## config.mk

```make
export PLATFORM = sky130hd
export DESIGN_NAME = example_mul_arbiter
export DESIGN_NICKNAME = d
export VERILOG_FILES = /design/src/rtl/example_mul_pkg.sv /design/src/rtl/example_mul_core.sv /design/src/rtl/example_mul_arbiter.sv
export SDC_FILE = /design/constraint.sdc
export NUM_CORES = 1
export LEC_CHECK = 0
export CAP_MARGIN = 20
export CORE_MARGIN = 5
export CORE_UTILIZATION = 35
export CTS_CLUSTER_DIAMETER = 200
export CTS_CLUSTER_SIZE = 10
export DETAILED_ROUTE_END_ITERATION = 16
export HOLD_SLACK_MARGIN = 0.05
export PLACE_DENSITY = 0.55
export SYNTH_ARGS = -nofsm -noshare
export SYNTH_HDL_FRONTEND = slang
export SYNTH_HIERARCHICAL = 1
export SYNTH_SLANG_ARGS = --single-unit
```

## constraint.sdc

```tcl
create_clock -name ap_clk -period 7.52 [get_ports ap_clk]
set_input_delay 0.752 -clock ap_clk [delete_from_list [all_inputs] [get_ports ap_clk]]
set_output_delay 0.752 -clock ap_clk [all_outputs]
set_load 0.01 [all_outputs]
```

## src/rtl/example_mul_pkg.sv

```systemverilog
// Shared widths and result payload for the shared multiplier arbiter.
// The id field is sized for the largest supported requester count.
package example_mul_pkg;

  localparam int unsigned MUL_NREQ     = 4;
  localparam int unsigned MUL_A_W      = 14;
  localparam int unsigned MUL_B_W      = 10;
  localparam int unsigned MUL_P_W      = 21;
  localparam int unsigned MUL_ID_W     = $clog2(MUL_NREQ);
  localparam int unsigned MUL_ID_MAX_W = 3;

  typedef struct packed {
    logic [MUL_P_W-1:0]      p;
    logic [MUL_ID_MAX_W-1:0] id;
  } mul_res_t;

endpackage

```

## src/rtl/example_mul_core.sv

```systemverilog
// Combinational signed A times zero-extended unsigned B, truncated to P_W bits.
module example_mul_core
  import example_mul_pkg::*;
#(
  parameter int unsigned A_W = MUL_A_W,
  parameter int unsigned B_W = MUL_B_W,
  parameter int unsigned P_W = MUL_P_W
) (
  input  logic [A_W-1:0] a,
  input  logic [B_W-1:0] b,
  output logic [P_W-1:0] p
);

  localparam int unsigned F_W = A_W + B_W + 1;

  logic signed [F_W-1:0] a_ext;
  logic signed [F_W-1:0] b_ext;
  logic signed [F_W-1:0] full;

  // Full-width signed product; only the low P_W bits leave the core.
  always_comb begin
    a_ext = F_W'($signed(a));
    b_ext = F_W'(b);
    full  = a_ext * b_ext;
    p     = full[P_W-1:0];
  end

endmodule

```

## src/rtl/example_mul_arbiter.sv

```systemverilog
// Round-robin arbiter feeding one shared multiplier through a two-stage
// pipeline (operand register, product register) with a backpressured result port.
module example_mul_arbiter
  import example_mul_pkg::*;
#(
  parameter int unsigned NREQ = MUL_NREQ,
  parameter int unsigned A_W  = MUL_A_W,
  parameter int unsigned B_W  = MUL_B_W,
  parameter int unsigned P_W  = MUL_P_W,
  parameter int unsigned ID_W = $clog2(NREQ)
) (
  input  logic              ap_clk,
  input  logic              ap_rst_n,
  input  logic [NREQ-1:0]   req_valid,
  output logic [NREQ-1:0]   req_ready,
  input  logic [NREQ*A_W-1:0] req_a,
  input  logic [NREQ*B_W-1:0] req_b,
  output logic              res_valid,
  input  logic              res_ready,
  output logic [P_W-1:0]    res_p,
  output logic [ID_W-1:0]   res_id,
  output logic              busy,
  output logic [15:0]       ops_count
);

  logic            s1_valid;
  logic [A_W-1:0]  s1_a;
  logic [B_W-1:0]  s1_b;
  logic [ID_W-1:0] s1_id;
  logic [ID_W-1:0] rr;
  logic [ID_W-1:0] winner;
  logic [ID_W-1:0] idx;
  logic            found;
  logic            any_valid;
  logic            out_load;
  logic            s1_free;
  logic            grant;
  logic [P_W-1:0]  core_p;
  logic [15:0]     ops_q;
  mul_res_t        res_q;

  // First valid requester at or after the rotating pointer.
  always_comb begin
    winner = rr;
    found  = 1'b0;
    idx    = '0;
    for (int unsigned k = 0; k < NREQ; k++) begin
      idx = ID_W'((32'(rr) + k) % NREQ);
      if (!found && req_valid[idx]) begin
        winner = idx;
        found  = 1'b1;
      end
    end
  end

  // Stage 1 frees up in the same cycle its contents move to the output register.
  always_comb begin
    any_valid = |req_valid;
    out_load  = s1_valid && (!res_valid || res_ready);
    s1_free   = !s1_valid || out_load;
    grant     = any_valid && s1_free && ap_rst_n;
  end

  always_comb begin
    req_ready = '0;
    if (grant) req_ready[winner] = 1'b1;
  end

  // Operand stage, pointer and accept counter.
  always_ff @(posedge ap_clk or negedge ap_rst_n) begin
    if (!ap_rst_n) begin
      s1_valid <= 1'b0;
      s1_a     <= '0;
      s1_b     <= '0;
      s1_id    <= '0;
      rr       <= '0;
      ops_q    <= '0;
    end else if (grant) begin
      s1_valid <= 1'b1;
      s1_a     <= req_a[32'(winner)*A_W +: A_W];
      s1_b     <= req_b[32'(winner)*B_W +: B_W];
      s1_id    <= winner;
      rr       <= (32'(winner) == NREQ - 1) ? '0 : winner + 1'b1;
      ops_q    <= ops_q + 16'd1;
    end else if (out_load) begin
      s1_valid <= 1'b0;
    end
  end

  example_mul_core #(
    .A_W (A_W),
    .B_W (B_W),
    .P_W (P_W)
  ) u_core (
    .a (s1_a),
    .b (s1_b),
    .p (core_p)
  );

  // Output register; holds while the consumer stalls.
  always_ff @(posedge ap_clk or negedge ap_rst_n) begin
    if (!ap_rst_n) begin
      res_valid <= 1'b0;
      res_q     <= '0;
    end else if (out_load) begin
      res_valid <= 1'b1;
      res_q.p   <= MUL_P_W'(core_p);
      res_q.id  <= MUL_ID_MAX_W'(s1_id);
    end else if (res_ready) begin
      res_valid <= 1'b0;
    end
  end

  assign res_p     = P_W'(res_q.p);
  assign res_id    = res_q.id[ID_W-1:0];
  assign busy      = s1_valid || res_valid;
  assign ops_count = ops_q;

endmodule
```

==> summary.txt <==
Run
  • Max-Cap Viols: 0

Layout
  • Antenna cells: 0
  • Layout Nets: ~1200
  • Layout cell share with drive strength beyond 1: under 10%
  • Synth-to-Final Area Change: 24.3%
  • Finished Cell Area: 0.0104 mm^2

Drt
  • DRC violations left: 0
  • DRT antenna net count: 0
  • DR vias: 6021
  • DR vias/cell: about 4.6
  • DR pass1 iterations: 4
  • WL/cell: roughly 16 um
  • DRT iter0 DRCs: 277
  • Routed WL: just over 20 mm

Timing
  • Hold Vio Cnt, Final: 0
  • Final Slew Violations: 0
  • FMAX: between 150 and 200 MHz
  • Slew @ Worst Pin: approximately 910 ps
  • Clock Skew: approximately 9.3 ps
  • Minimum clock period: roughly 5600 ps
  • Setup WS post-layout: between 1500 and 2000 ps
  • RSZ-0062 raised after global routing: no
  • Slew margin rel.: 39.3%
  • Hold_ws: around 480 ps
  • Final setup fails: 0
  • Setup TNS: 0 ps
  • Final Cycle Share: 74.9%

Place
  • Final HPWL from detailed placement: approximately 16 mm
  • IO buf count: between 100 and 150
  • GP Congestion: ~0.8
  • Pre-CTS setup slack: roughly 1900 ps
  • Area after DPL: 0.0101 mm^2

Global route
  • Antenna violations before repair: 1
  • Largest net degree at the start of global routing: 70
  • GRT Overall Usage: ~16%
  • Number of global-route vias before repair: 6670
  • First-pass GRT wire length: around 35 mm
  • Remaining global-route overflow: 0

Logic synthesis
  • Number of flops mapped to enable cells by yosys: 0
  • YS warnings: 6
  • Seq cells post-synth: 69
  • Post-synth top cells: inv_1 (158), fa_1 (108), nand2_1 (91), dfrtp_1 (69), and2_1 (68)
  • Synth top area share: around 26%
  • Synth area leader: fa_1
  • Syn Std Cell Area: ~0.0084 mm^2
  • Mapped Cells: 849
  • Syn nets: between 1000 and 1500
  • Count leader, synth: inv_1
  • Yosys cell types: 59
  • Main flop type after synthesis: dfrtp_1
  • Dominant cells by area after synthesis: fa_1 (26%), dfrtp_1 (21%), ha_1 (7.5%)
  • Seq/Total Area, Yosys: around 20%
  • FFs w/ async S/R, synth: between 90% and 100%
  • Mean Syn Cell Area: 9.87 um^2

Floorplan
  • I/O pin total: roughly 150
  • Starting density of the core: a little over a third
  • Core Region: 0.0235 mm^2
  • # rows: between 50 and 60
  • Chip Height: 165 um
  • Die W: roughly 160 um
  • Die area: 0.0271 mm^2

Setup path
  • Critical path cell sequence: and2_1 -> inv_1 -> fa_1 -> inv_1 -> fa_1 -> fa_1 -> fa_1 -> inv_1 -> fa_1 -> inv_1 -> ha_1 -> a21o_1 -> a21o_1 -> a311o_1 -> o211a_1 -> o22a_1 -> xnor2_1 -> mux2_2
  • Worst endpoint required time: around 7800 ps
  • Critical path arrival: approximately 6000 ps
  • Max stage delay on crit path: around 640 ps
  • CP most frequent cell: fa_1
  • CP Class: flop to flop
  • Worst path slowest cell: dfrtp_1
  • Crit. End Element: flop
  • Reg2Reg Setup Slack: 1890 ps
  • CP startpoint kind: flop
  • Max FO, Critical Path: 15
  • R2R cell count: 18

Clocking
  • CTS tree: yes
  • Max Buffers Root-to-Sink: 2
  • Worst skew pair latency: 350 ps
  • Clock root buffer: clkbuf_16
  • CTS Sinks: 69
  • Clock transition at path regs: approximately 70 ps
  • H-Tree Depth: 3
  • Setup Fix Bufs, Post-CTS: 0
  • CTS Hold Bufs: 0
  • Post-cts resize count: 0
  • TritonCTS Buffers: 9

Worst hold path
  • Hold path depth: 1
  • Hold Path Class: flop to flop

Run status
  • Status: finished clean
[flip-flops by register name, indices dropped and copies added, names as in the netlist]
signal	count
ops_count	16
res_id	2
res_p	21
res_valid	1
rr	2
s1_a	14
s1_b	10
s1_id	2
s1_valid	1
[kinds of logic (layout without fill, tap and decap cells)]
kind of cell             Yosys count  count (layout)  share of synthesized area (%)
AO/OA/AOI/OAI                     74              74                           9.00
XOR/XNOR                          46              46                           4.81
adder cells (fa/ha/maj)          158             158                           33.3
buffers and inverters            195             326                           9.52
flip-flops                        69              69                           20.6
multiplexers                      71              71                           8.82
AND/OR/NAND/NOR                  236             236                           14.0
[critical path, delay by kind of cell, from the launching register on]
kind	cells	cell delay (ps)
XOR/XNOR	1	120
AO/OA/AOI/OAI	5	1070
AND/OR/NAND/NOR	1	240
adder cells (fa/ha/maj)	6	2960
buffers and inverters	4	230
multiplexers	1	270
flip-flops	1	640
[per-stage QoR]
step                      std cells  utilization [%]
final                          1299             44.3
after global routing           1299             44.3
after CTS                      1297             44.1
after detailed placement       1281             42.8
after global placement         1281             42.8
after floorplan                 849                -
[cells in the final DEF (no fill, tap or decap), types with 2 or more instances in the layout]
cell type / instances
a221oi_2: 24
inv_8: 3
a211oi_2: 2
nand2b_1: 7
a21o_1: 4
nor3_1: 7
dfrtp_1: 69
clkbuf_16: 9
xnor2_1: 40
xor2_1: 6
a21oi_1: 11
nand4_1: 3
ha_1: 50
mux2_2: 23
mux2i_1: 48
nor2_1: 33
clkdlybuf4s50_1: 146
and2_1: 68
nand2_1: 91
fa_1: 108
inv_1: 158
buf_4: 4
inv_6: 2
nand3_1: 10
a31oi_1: 2
o21ai_0: 8
and3_1: 3
o31ai_1: 2
o21ai_1: 3
[final timing paths]
kind	start	to
setup / recovery	s1_b[3]$_DFFE_PN0P_	res_p[20]$_DFFE_PN0P_
hold / removal	ops_count[15]$_DFFE_PN0P_	ops_count[15]$_DFFE_PN0P_
setup reg to reg	s1_b[3]$_DFFE_PN0P_	res_p[20]$_DFFE_PN0P_
hold reg to reg	ops_count[15]$_DFFE_PN0P_	ops_count[15]$_DFFE_PN0P_
max in group asynchronous	ap_rst_n	res_p[18]$_DFFE_PN0P_
min in group asynchronous	ap_rst_n	ops_count[15]$_DFFE_PN0P_
[metal layers]
| layer | GRT usage [%] | share of wire [%] | vias up |
|---|---|---|---|
| li1 | - | - | 2930 |
| met1 | 22.3 | 46 | 2919 |
| met2 | 25.9 | 46 | 154 |
| met3 | 4.07 | 6.5 | 16 |
| met4 | 3.82 | 1.1 | 2 |
| met5 | 0 | 0.053 | - |
[cell type report]
cell class              count  area, um^2
clock buffers               9         225
flip-flops and latches     69        1730
fillers                  2350       13100
well taps                 319         399
repair buffers            152        1530
multi-input cells         585        5870
inverters                 158         593
clock inverters             7        76.3
Power is left out: the tool's default activity adds up to more than one toggle a clock period on the data nets, which glitch-free logic cannot reach.
